`src/rtl/alu_nbit_seq.sv`:
```
// alu_nbit_seq: multi-cycle ALU. The operation is processed SLICE bits per
// clock through a registered carry chain, so one slice datapath serves
// N = WIDTH/SLICE cycles.
// Ports:
//   clk, rst_n             clock, asynchronous active-low reset
//   start                  request pulse; sampled only when not busy
//   a, b, CarryIn, ALUOp   operands and op, captured on the accepting edge
//   busy                   high while an operation is running
//   done                   one-cycle pulse; Result and flags valid from here
//   Result, CarryOut, Zero, Overflow   held until the next done or reset
module alu_nbit_seq #(
  parameter int WIDTH = 6,
  parameter int SLICE = 1
) (
  input  logic             clk,
  input  logic             rst_n,
  input  logic             start,
  input  logic [WIDTH-1:0] a,
  input  logic [WIDTH-1:0] b,
  input  logic             CarryIn,
  input  logic [3:0]       ALUOp,
  output logic             busy,
  output logic             done,
  output logic [WIDTH-1:0] Result,
  output logic             CarryOut,
  output logic             Zero,
  output logic             Overflow
);
  localparam int N  = WIDTH / SLICE;
  localparam int CW = (N > 1) ? $clog2(N) : 1;

  localparam logic [3:0] OP_AND = 4'b0000;
  localparam logic [3:0] OP_OR  = 4'b0001;
  localparam logic [3:0] OP_ADD = 4'b0010;
  localparam logic [3:0] OP_SUB = 4'b0110;
  localparam logic [3:0] OP_SLT = 4'b0111;
  localparam logic [3:0] OP_NOR = 4'b1100;

  typedef enum logic [1:0] {S_IDLE, S_RUN, S_DONE} state_e;

  state_e           state_q;
  logic [WIDTH-1:0] a_q, b_q, part_q;
  logic [3:0]       op_q;
  logic             carry_q;
  logic [CW-1:0]    cnt_q;
  logic             busy_q, done_q, co_q, zero_q, ovf_q;
  logic [WIDTH-1:0] res_q;

  assign busy     = busy_q;
  assign done     = done_q;
  assign Result   = res_q;
  assign CarryOut = co_q;
  assign Zero     = zero_q;
  assign Overflow = ovf_q;

  // Slice datapath
  logic [SLICE-1:0] as, bs, sl_sum, sl_res;
  logic             c, c_top, c_out, is_arith, ovf, last;
  logic [WIDTH-1:0] full_d, fin_res_d;
  int               base;

  always_comb begin
    base     = int'(cnt_q) * SLICE;
    as       = a_q[base +: SLICE];
    bs       = b_q[base +: SLICE];
    c        = carry_q;
    c_top    = carry_q;
    sl_sum   = '0;
    // Ripple within the slice; c_top keeps the carry into the slice's top bit,
    // which on the last slice is the carry into the result MSB.
    for (int j = 0; j < SLICE; j++) begin
      if (j == SLICE - 1) c_top = c;
      sl_sum[j] = as[j] ^ bs[j] ^ c;
      c         = (as[j] & bs[j]) | (c & (as[j] ^ bs[j]));
    end
    c_out    = c;
    is_arith = (op_q == OP_ADD) || (op_q == OP_SUB) || (op_q == OP_SLT);
    case (op_q)
      OP_AND:                 sl_res = as & bs;
      OP_OR:                  sl_res = as | bs;
      OP_NOR:                 sl_res = ~(as | bs);
      OP_ADD, OP_SUB, OP_SLT: sl_res = sl_sum;
      default:                sl_res = '0;
    endcase
    full_d = part_q;
    full_d[base +: SLICE] = sl_res;
    ovf    = is_arith & (c_top ^ c_out);
    // SLT: true sign of a-b is the sum MSB corrected by overflow
    if (op_q == OP_SLT) fin_res_d = WIDTH'(sl_sum[SLICE-1] ^ ovf);
    else                fin_res_d = full_d;
    last = (cnt_q == CW'(N - 1));
  end

  always_ff @(posedge clk or negedge rst_n) begin
    if (!rst_n) begin
      state_q <= S_IDLE;
      a_q     <= '0;
      b_q     <= '0;
      part_q  <= '0;
      op_q    <= '0;
      carry_q <= 1'b0;
      cnt_q   <= '0;
      busy_q  <= 1'b0;
      done_q  <= 1'b0;
      res_q   <= '0;
      co_q    <= 1'b0;
      zero_q  <= 1'b0;
      ovf_q   <= 1'b0;
    end else begin
      done_q <= 1'b0;
      case (state_q)
        S_RUN: begin
          part_q  <= full_d;
          carry_q <= c_out;
          if (last) begin
            state_q <= S_DONE;
            busy_q  <= 1'b0;
            done_q  <= 1'b1;
            res_q   <= fin_res_d;
            co_q    <= is_arith & c_out;
            ovf_q   <= ovf;
            zero_q  <= (fin_res_d == '0);
          end else begin
            cnt_q <= cnt_q + CW'(1);
          end
        end
        // IDLE and DONE both accept a new request
        default: begin
          state_q <= S_IDLE;
          if (start) begin
            state_q <= S_RUN;
            busy_q  <= 1'b1;
            a_q     <= a;
            // Subtraction is a + ~b + 1: invert b once at capture
            b_q     <= (ALUOp == OP_SUB || ALUOp == OP_SLT) ? ~b : b;
            op_q    <= ALUOp;
            carry_q <= (ALUOp == OP_ADD) ? CarryIn :
                       (ALUOp == OP_SUB || ALUOp == OP_SLT);
            cnt_q   <= '0;
            part_q  <= '0;
          end
        end
      endcase
    end
  end
endmodule

```
`config.mk`:
```
export PLATFORM = sky130hd
export DESIGN_NAME = alu_nbit_seq
export DESIGN_NICKNAME = d
export VERILOG_FILES = /design/src/rtl/alu_nbit_seq.sv
export SDC_FILE = /design/constraint.sdc
export NUM_CORES = 1
export LEC_CHECK = 0
export BUFFER_PORTS_ARGS = -buffer_cell sky130_fd_sc_hd__clkbuf_2
export CAP_MARGIN = 20
export CORE_UTILIZATION = 45
export DETAILED_ROUTE_END_ITERATION = 10
export PLACE_DENSITY = 0.65
export SLEW_MARGIN = 40
export SYNTH_ARGS = -nofsm -noshare
export SYNTH_HDL_FRONTEND = slang
export SYNTH_SLANG_ARGS = --single-unit
```
`constraint.sdc`:
```
create_clock -name clk -period 4.3 [get_ports clk]
set_clock_uncertainty 0.2 [all_clocks]
set_input_delay 0.86 -clock clk [delete_from_list [all_inputs] [get_ports clk]]
set_output_delay 0.86 -clock clk [all_outputs]
set_load 0.05 [all_outputs]
```
-- Word level (Yosys, flattened, before mapping)
Cells that the tools add are included.
- equal/unequal tests: 12
- reduce and logical (&&, ||, !) cells: 11
- muxes and demuxes: 20
- bitwise operators: 13
- shift-type cells: 4
- add/sub/neg operators: 2
- operator list (kind ; number):
    3-bit negator with 33-bit output ; 1
    1-bit by 33-bit variable shift with 6-bit output, first input constant ; 1
    1-bit by 33-bit variable part select with 6-bit output ; 1
    6-bit 2-to-1 mux ; 4
    4-bit by 3-bit == test with 1-bit output, second input constant ; 4
    6-bit by 4-bit variable part select with 1-bit output ; 2
    1-bit 2-to-1 mux ; 9
    3-bit 2-to-1 mux ; 3
    4-bit by 2-bit == test with 1-bit output, second input constant ; 2
    2-bit AND reduction ; 4
    6-bit bitwise mux ; 1
    6-bit zero test ; 1
    6-bit inverter ; 1
    1-bit bitwise AND ; 4
    4-bit by 1-bit == test with 1-bit output, second input constant ; 1
    4-bit == test, second input constant ; 1
    4-bit zero test ; 1
    2-bit 2-to-1 mux ; 2
    2-bit != test, second input constant ; 2
    1-bit one-hot mux with 4 select lines ; 1
    1-bit bitwise XOR ; 4
    3-bit by 1-bit adder with 3-bit output, second input constant ; 1
    3-bit == test, second input constant ; 1
    1-bit logical OR ; 3
    5 further kinds ; 7
- register bits after elaboration: 39
- output and inout bits: 11
- bits of input ports: 20

-- Longest topological paths before layout
Gate-level depths: netlist (run 1).
- word-level depth: 9
- gate-level depth with buffers: 12
- mapped depth without buffers: 11

-- Worst setup path after synthesis (run 1)
Ideal clock, no wire load.
- path kind: reg2reg
- start point: reg cnt_q[0]
- end point: reg part_q[5]
- data required time: 4005 ps
- arrival: 3038 ps
- cell stages (with the launch flop): 11
- setup slack: 966 ps
- period minus slack after synthesis: 3334 ps
- path buffers: 1
- cell sequence: dfrtp_1 -> clkbuf_1 -> mux4_1 -> mux2i_1 -> inv_1 -> fa_1 -> a31oi_1 -> o32ai_1 -> and4b_1 -> nand2_1 -> o31ai_1
- word-level cells in the longest chain between the ends: 7
- elaborated cells between the ends (all ways): 13
- classes of those cells: add/sub: 1; shift: 4; mux: 3; bitwise: 5
- RTL lines (element ; RTL line ; RTL):
    start: declaration ; 45 ; logic [CW-1:0] cnt_q;
    start signal: assignment ; 124 ; cnt_q <= cnt_q + CW'(1);
    6-bit by 4-bit variable part select with 1-bit output, on equally long branches ; 64, 65 ;
    1-bit bitwise XOR / 1-bit bitwise OR (equally long branches) ; 73, 80, 81 ;
    1-bit bitwise XOR / 1-bit inverter (equally long branches) ; 73, 81 ;
    1-bit one-hot mux with 4 select lines ; 78 ; case (op_q)
    1-bit by 33-bit variable part select with 6-bit output ; 86 ; full_d[base +: SLICE] = sl_res;
    6-bit bitwise mux * ; 86 ;
    6-bit 2-to-1 mux * ; 111 ; case (state_q)
    end signal: assignment ; 113 ; part_q <= full_d;
    end: declaration ; 42 ; logic [WIDTH-1:0] a_q, b_q, part_q;
Mark *: on every way between the ends. The rest lies on a longest branch, timed or not.
A chain may end at the register's enable or synchronous reset.

-- Worst setup path in the final report (run 1)
Same ends and word-level chain as after synthesis.

==> metrics, run 1 <==
Gate power share=48.5%; Routability Congestion=0.7817; Cell Int Power=1.130 mW; layout cells sized above 1=24.02%; asr flop ratio synth=100.0%; Synthesis Warnings=0; number of flops mapped to enable cells by yosys=0; cts hold-fix bufs=0; Setup Viol. Count Final=0; post-route ant nets=0; synthesized net count=227; Register Area=975.9 um2; status=finished, final reports clean; Port Buffers=30; Distinct cells, synth=46; sw power=861.1 uW; fmax=290.7 MHz; placement row count=24; Reg power frac=approximately a third; Tot GR Track Use=approximately a fifth; detailed-route via count=1553; critical path peak fanout=14; global route overflow=0; RSZ-0062 raised after global routing=false; die extent in x=70.02 um; post-DP HPWL=2904 um; Clock Tree Buf Depth=2; Worst-Skew Late Latency=300 ps; initial antenna violation count=0; final non-filler cell area=around 2400 um2; boundary pin count=31; first-pass GRT wire length=7134 um; Setup TNS Final=0 ps; clk root buf=clkbuf_8; post-synthesis instance total=198; Cell Area, Synth=2082 um2; DR vias/cell=5.527; die height=70.02 um; WP data arrival=3440 ps; Starting Density=47.17%; Multi-input gate area=1037 um2; min cycle time layout=3440 ps; ys flop type=dfrtp_1; peak supply drop=~0.00036 V; maximum level of the CTS H-tree=2; post-CTS setup buffers=0; TritonCTS clock tree=done; largest net degree at the start of global routing=40; fill count=393; average size of a mapped cell=between 10 and 15 um2; #FFs+latches synth=39; Die Area=4903 um2; max cap viols=0; path type of the worst setup path=reg2reg; Clk pin slew, worst setup/hold paths=roughly 80 ps; CTS sink count=39; Layout Area Growth over Synthesis=15.87%; cts bufs inserted=5; Post-CTS Resized=0; Final Net Count=257; Clk pwr share=18.5%; vias in the first global route=~1500; DP Area=between 2000 and 2500 um2; Core Region=4414 um2; Setup crit end kind=register; Final Non-Filler Cells=281; DR DRC count=0; worst min-delay path class=reg2reg; slew at the pin with the worst max-slew slack=a little under 800 ps; Pleak=1.120 nW; Switching Fraction=43.26%; Pins Over Slew Limit=0; max_slew headroom=48.49%; Power Dens Cells=825.3 nW/um2; sequential element share of the synthesized area=46.88%; # diodes=0; Pre-antenna DRT Iters=4; drt initial violations=84; Cells after DPL=273; Avg WL per Cell=14.12 um; final worst path period share=80.00%; final wirelength=3968 um; WP data required=around 4300 ps; Final Hold Viols=0; crit start category=register
[final cells by class]
class / instances / share of cell area [%]
Clock inverter: 3 / 2.801
Tap cell: 52 / 2.697
Clock buffer: 5 / 2.853
Inverter: 10 / 1.556
Multi-Input combinational cell: 141 / 43.00
Sequential cell: 39 / 40.46
Timing Repair Buffer: 31 / 6.639
[kinds of logic after synthesis]
| logic type | after synthesis | synth area share, % |
|---|---|---|
| and+or+nand+nor | 60 | 15.14 |
| DFF | 39 | 46.88 |
| adders and majority gates | 9 | 5.769 |
| xor gates and xnor gates | 8 | 3.366 |
| muxes | 18 | 10.82 |
| AOI/OAI and AO/OA | 46 | 14.36 |
| buffers and inverters | 18 | 3.665 |
[critical path: stages (launching register included)]
cell and delay, ps:
dfrtp_1 680, mux4_1 620, mux2i_1 190, inv_1 100
fa_1 540, a31oi_1 90, o32ai_2 310, and4b_1 330
nand2_1 80, o31ai_1 200
[power groups by stage]
stage / combinational, mW / clock, mW / sequential [mW]
final: 0.966 / 0.368 / 0.656
after global routing: 1.08 / 0.389 / 0.682
after floorplan: 0.687 / 0 / 0.724
after detailed placement: 0.965 / 0 / 0.661
after CTS: 0.966 / 0.372 / 0.653
after global placement: 0.947 / 0 / 0.655
[metrics by stage]
step                setup WS (ps)  total power, mW  hold slack (ps)  util [%]
global route                581.9            2.155            311.7     54.65
floorplan                   966.1            1.412            241.6         -
CTS                         698.5            1.991            287.6     54.48
global placement            843.2            1.602            263.1     51.33
finish                      859.8            1.991            279.9     54.65
detailed placement          700.6            1.626            269.5     51.39
[path summary, 6_finish.rpt]
| path | slack [ps] | from | cells past startpoint | endpoint |
|---|---|---|---|---|
| worst min-delay path | 280 | Result[5] | 2 | Result[5] |
| max in group asynchronous | 3170 | rst_n | 1 | a_q[3] |
| min in group asynchronous | 360 | rst_n | 1 | Result[4] |
| worst min register to register | 280 | Result[5] | 2 | Result[5] |
| worst max-delay path | 860 | cnt_q[0] | 9 | part_q[5] |
| worst max register to register | 860 | cnt_q[0] | 9 | part_q[5] |
[Yosys cell counts, types with 2 or more instances]
master	n	share of area (%)
nand3_1	6	1.4
ha_1	8	4.8
a21oi_1	7	1.7
nor3_1	2	0.48
inv_1	9	1.6
clkbuf_1	5	0.90
xor2_1	7	2.9
o21ai_0	17	4.1
nor2b_1	4	1.2
o31ai_1	3	1.1
nand2_1	20	3.6
nand3b_1	2	0.72
nand2b_1	3	0.90
a31oi_1	4	1.2
dfrtp_1	39	47
a22o_1	2	0.84
nor2_1	12	2.2
and4b_1	2	0.96
mux2_2	10	5.4
o22ai_1	3	0.90
mux2i_1	6	2.9
o211ai_1	2	0.72
mux4_1	2	2.5
[state kept, by name, summed over array words and instances, names as in the netlist, 2 cells and up]
register and count:
Result 6, a_q 6, b_q 6, part_q 6, op_q 4, cnt_q 3
state_q 2
[per-layer routing]
metal	up-vias	global-route usage (%)	routed length [um]
li1	769	-	-
met2	35	30.13	1927
met1	743	24.29	1846
met5	-	0	0
met3	6	5.195	134
met4	0	6.000	59
[placed cells by master (no fill, tap or decap), types with 2 or more instances in the layout]
| master | count |
|---|---|
| a31oi_1 | 4 |
| dfrtp_1 | 39 |
| nor2b_1 | 4 |
| nor2_1 | 12 |
| o21ai_0 | 17 |
| mux4_1 | 2 |
| nand2b_1 | 3 |
| o211ai_1 | 2 |
| nand2_1 | 20 |
| xor2_1 | 7 |
| bufinv_16 | 2 |
| mux2i_1 | 6 |
| ha_1 | 8 |
| mux2_2 | 10 |
| nand3b_1 | 2 |
| a22o_1 | 2 |
| o31ai_1 | 3 |
| and4b_1 | 2 |
| o22ai_1 | 3 |
| a21oi_1 | 7 |
| nand3_1 | 6 |
| nor3_1 | 2 |
| inv_1 | 9 |
| clkbuf_8 | 5 |
| clkbuf_2 | 29 |
No activity file was read; power rests on OpenSTA's default activity.
==> inputs of run 2 (changes only) <==
--- a/config.mk
+++ b/config.mk
@@ -5,6 +5,7 @@
 export SDC_FILE = /design/constraint.sdc
 export NUM_CORES = 1
 export LEC_CHECK = 0
+export ABC_AREA = 1
 export BUFFER_PORTS_ARGS = -buffer_cell sky130_fd_sc_hd__clkbuf_2
 export CAP_MARGIN = 20
 export CORE_UTILIZATION = 45
==> constraint.sdc (replaced) <==
create_clock -name clk -period 3.2 [get_ports clk]
set_clock_uncertainty 0.2 [all_clocks]
set_input_delay 0.64 -clock clk [delete_from_list [all_inputs] [get_ports clk]]
set_output_delay 0.64 -clock clk [all_outputs]
set_load 0.05 [all_outputs]
==> metrics, run 2 <==
GR met1 Demand/Resource=about a quarter; average size of a mapped cell=8.432 um2; initial antenna violation count=0; #FFs+latches synth=39; synthesized net count=278; Cell Area, Synth=2100 um2; Pins Over Slew Limit=0; final worst path period share=89.48%; slew at the pin with the worst max-slew slack=525.8 ps; detailed-route via count=1656; Port Buffers=30; status=finished, final reports clean; Setup Viol. Count Final=0; drt initial violations=56; die height=approximately 70 um; maximum level of the CTS H-tree=2; top area cells in the synthesized netlist=dfrtp_1 46%, nand2_1 12%, ha_1 4.8%; global route overflow=0; Tot GR Track Use=18.58%; most common cell after layout, fill and taps aside=nand2_1; Clk pin slew, worst setup/hold paths=approximately 80 ps; Synth top area share=46.48%; placement row count=24; Setup crit end kind=register; DR DRC count=0; WP data required=3230 ps; fmax=approximately 350 MHz; critical path peak fanout=14; CTS sink count=39; max cap viols=0; Avg WL per Cell=12.26 um; post-synth top area cell=dfrtp_1; Pleak=1.240 nW; Final Hold Viols=0; most numerous cell in the Yosys netlist=nand2_1; number of flops mapped to enable cells by yosys=0; post-CTS setup buffers=0; layout cells sized above 1=21.83%; min cycle time layout=2863 ps; max_slew headroom=64.95%; Setup TNS Final=0 ps; Routability Congestion=0.8492; Final Net Count=312; Starting Density=47.56%; sequential element share of the synthesized area=between 40 and 50%; most crowded layer after global routing=met2; Core Region=~4400 um2; met3 Use GR=4.329%; post-DP HPWL=3006 um; DR vias/cell=roughly 4.9; Distinct cells, synth=35; asr flop ratio synth=100.0%; clk root buf=clkbuf_8; ys flop type=dfrtp_1; Final Non-Filler Cells=between 300 and 400; Worst-Skew Late Latency=about 290 ps; Pre-antenna DRT Iters=4; boundary pin count=31; RSZ-0062 raised after global routing=false; met2 Use GR=between 30% and 40%; vias in the first global route=around 1600; cts bufs inserted=5; cts hold-fix bufs=0; post-route ant nets=0; die extent in x=about 70 um; Post-CTS Resized=0; post-synthesis instance total=~250; Layout Area Growth over Synthesis=15.08%; path type of the worst setup path=reg2reg; WP data arrival=between 2000 and 3000 ps; Cells after DPL=~330; most frequent cells in the layout=67 x nand2_1, 39 x dfrtp_1, 29 x clkbuf_2; Synthesis Warnings=0; first-pass GRT wire length=7217 um; worst min-delay path class=in2async; Die Area=4943 um2; crit start category=register; final wirelength=4121 um; Clock Tree Buf Depth=2; Power Dens Cells=about 1100 nW/um2; # diodes=0; TritonCTS clock tree=done; largest net degree at the start of global routing=40; Synth top cells by count=67 x nand2_1, 39 x dfrtp_1, 22 x inv_1; peak supply drop=between 0.0004 and 0.0005 V
[run 2: cell count changes after synthesis, moves of 7 or more]
cell and change:
inv_1 +13, o21ai_1 +7, nand2_1 +47, nand3_1 +8, mux2_2 -10
[run 2: path summary, 6_finish.rpt]
kind	to	start	cells after the start	slack, ps
min reg2reg	a_q[5]	a_q[5]	2	280
max in group asynchronous	CarryOut	rst_n	1	2290
min in group clk	a_q[5]	a_q[5]	2	280
max reg2reg	Zero	cnt_q[0]	14	340
min	part_q[1]	rst_n	1	140
max	Zero	cnt_q[0]	14	340
[run 2: layout make-up]
class | count | area (um2)
clock inverters | 2 | 35.03
inverters | 27 | 103.9
clock buffers | 6 | 82.58
fillers | 405 | 1998
multi-input cells | 177 | 978.4
repair buffers | 33 | 175.2
well taps | 52 | 65.06
flip-flops and latches | 39 | 975.9
[run 2: cell families (layout without fill, tap and decap cells)]
group / after synthesis / count (layout) / synth area share [%]
compound gates: 46 / 46 / 12.87
fa+ha+maj: 9 / 9 / 5.721
buf+inv: 33 / 68 / 6.913
simple gates: 115 / 115 / 25.09
xor+xnor: 7 / 7 / 2.920
flops: 39 / 39 / 46.48
[run 2: power breakdown]
part	switching (mW)	total (mW)	internal (mW)	leakage [nW]
registers	0.134	0.838	0.705	0.498
clock network	0.179	0.432	0.252	0.0612
logic	0.961	1.43	0.469	0.681
[run 2: routing by layer]
layer  vias to the layer above  wire (um)
li1                        880          -
met1                       743       2015
met2                        28       1938
met3                         5        120
met4                         0         46
met5                         -          0
[run 2: per-stage QoR]
step	power (mW)	util, %	hold WS [ps]	setup WS, ps	instance area (um2)
2_1_floorplan	1.989	-	144.4	398.6	2100
3_3_place_gp	2.266	52.01	258.1	387.5	2296
3_5_place_dp	2.283	52.07	263.2	338.5	2298
4_1_cts	2.723	54.73	164.6	325.3	2416
5_1_grt	2.938	54.73	180.5	104.3	2416
6_report	2.700	54.73	143.8	336.7	2416
[run 2: critical path: stages (launching register included)]
cell     delay [ps]
dfrtp_1         480
inv_4           120
or2_2           290
a32oi_1         250
inv_1           110
fa_1            450
xor2_1          210
nand2_1          90
nand2_1          60
nand2_1          50
nand2_1          70
nand2_2          50
a21oi_2         140
nand3_1         100
o21ai_1         130
==> inputs of run 3 (changes only) <==
--- a/config.mk
+++ b/config.mk
@@ -8,8 +8,11 @@
 export ABC_AREA = 1
 export BUFFER_PORTS_ARGS = -buffer_cell sky130_fd_sc_hd__clkbuf_2
 export CAP_MARGIN = 20
+export CORE_ASPECT_RATIO = 0.5
 export CORE_UTILIZATION = 45
+export CTS_BUF_LIST = sky130_fd_sc_hd__clkbuf_2
 export DETAILED_ROUTE_END_ITERATION = 10
+export HOLD_SLACK_MARGIN = 0.05
 export PLACE_DENSITY = 0.65
 export SLEW_MARGIN = 40
 export SYNTH_ARGS = -nofsm -noshare
==> metrics, run 3 (same netlist as run 2, synthesis figures left out) <==
failing checks=design-rule violations; Final Net Count=approximately 310; vias in the first global route=1518; Power Dens Cells=1067 nW/um2; min cycle time layout=2918 ps; layout cells sized above 1=21.20%; fmax=342.7 MHz; Core Region=~4400 um2; slew at the pin with the worst max-slew slack=634.5 ps; DR vias/cell=4.956; Post-CTS Resized=0; DR DRC count=2; dpl ws=354.4 ps; Setup TNS Final=0 ps; RSZ-0062 raised after global routing=false; first-pass GRT wire length=7251 um; Die Area=slightly below 5000 um2; max_slew headroom=57.66%; clk root buf=clkbuf_2; peak supply drop=between 0.0002 and 0.0003 V; die extent in x=98.60 um; Worst Setup SP=cnt_q[0]; TritonCTS clock tree=done; Avg WL per Cell=12.54 um; Setup Viol. Count Final=0; Pleak=1.206 nW; crit start category=register; Register Area=975.9 um2; maximum level of the CTS H-tree=2; Setup crit end kind=register; max cap viols=0; most common cell after layout, fill and taps aside=nand2_1; critical path peak fanout=14; Tot GR Track Use=19.26%; worst setup path end=Zero; final worst path period share=91.19%; status=complete, but fails checks; reg-to-reg slack, setup=about 280 ps; Worst-Skew Late Latency=390 ps; # diodes=0; largest net degree at the start of global routing=40; WP data arrival=slightly above 3000 ps; path type of the worst setup path=reg2reg; Core Util, Final=52.63%; cts bufs inserted=5; post-route ant nets=0; post-DP HPWL=3168 um; WP data required=3320 ps; Final Hold Viols=0; final wirelength=4262 um; Pins Over Slew Limit=0; boundary pin count=31; Starting Density=47.23%; reg2reg path depth=14; drt initial violations=69; worst min-delay path class=in2reg; most frequent cells in the layout=67 x nand2_1, 39 x dfrtp_1, 36 x clkbuf_2; Pre-antenna DRT Iters=8; die height=50.30 um; Routability Congestion=0.8701; terminus of the critical flop-to-flop path=Zero; global route overflow=0; CTS sink count=39; initial antenna violation count=0; critical register-to-register path startpoint=cnt_q[0]; Port Buffers=30; Clock Tree Buf Depth=2; placement row count=17; Clk pin slew, worst setup/hold paths=200 ps; fill count=around 420; Layout Area Growth over Synthesis=11.44%; worst-case setup margin in the final layout=282.1 ps; detailed-route via count=1685; Multi-input gate area=978.4 um2
==> run 3: cell count changes in the layout (fill, tap and decap cells not counted), sizes merged <==
cell         delta
buf             -2
bufinv          -1
clkbuf          +1
dlygate4sd3     +1
==> run 3: layout make-up <==
| class | count | area share, % |
|---|---|---|
| multi-input combinational | 177 | 41.82 |
| clock buffer | 7 | 1.497 |
| timing repair buffer | 32 | 7.273 |
| clock inverter | 1 | 0.2139 |
| tap | 57 | 3.048 |
| sequential | 39 | 41.71 |
| inverter | 27 | 4.439 |
==> run 3: worst min-delay path by stage <==
| stage | start | to | slack (ps) | depth (start not counted) |
|---|---|---|---|---|
| floorplan | rst_n | CarryOut | 140 | 0 |
| finish | a[3] | a_q[3] | 230 | 3 |
| CTS | a[3] | a_q[3] | 220 | 3 |
| detailed placement | b_q[5] | b_q[5] | 270 | 2 |
| global route | a[3] | a_q[3] | 200 | 3 |
| global placement | a_q[2] | a_q[2] | 260 | 2 |
==> run 3: metal layers <==
layer	vias up	GRT usage, %	wire, um
met1	773	27.52	2262
met4	0	4.726	13
met2	35	29.34	1778
met3	2	5.014	208
met5	-	0	0
li1	875	-	-
==> run 3: worst max-delay path: stages, from the launching register on <==
cell and delay (ps):
dfrtp_1 530, inv_4 130, or2_2 290, a32oi_1 250, inv_1 120, fa_1 450
xor2_1 210, nand2_1 100, nand2_1 70, nand2_1 50, nand2_1 60, nand2_2 60
a21oi_2 130, nand3_1 90, o21ai_1 130
==> run 3: power by group <==
part           total, mW  internal (mW)  switching, mW
logic               1.43          0.458          0.971
clock network      0.224         0.0598          0.164
registers          0.843          0.702          0.141
==> run 3: through the flow <==
step	hold slack [ps]	power, mW	cell area (um2)	instances
2_1_floorplan	144.4	1.989	2100	249
3_3_place_gp	259.8	2.247	2287	331
3_5_place_dp	273.0	2.280	2290	331
4_1_cts	223.3	2.507	2340	340
5_1_grt	204.0	2.732	2340	340
6_report	233.7	2.496	2340	340
==> run 3: what timing repair did <==
item,in CTS,in global routing
hold buffers,1,0
hold endpoints to repair,37,0
setup buffers,0,0
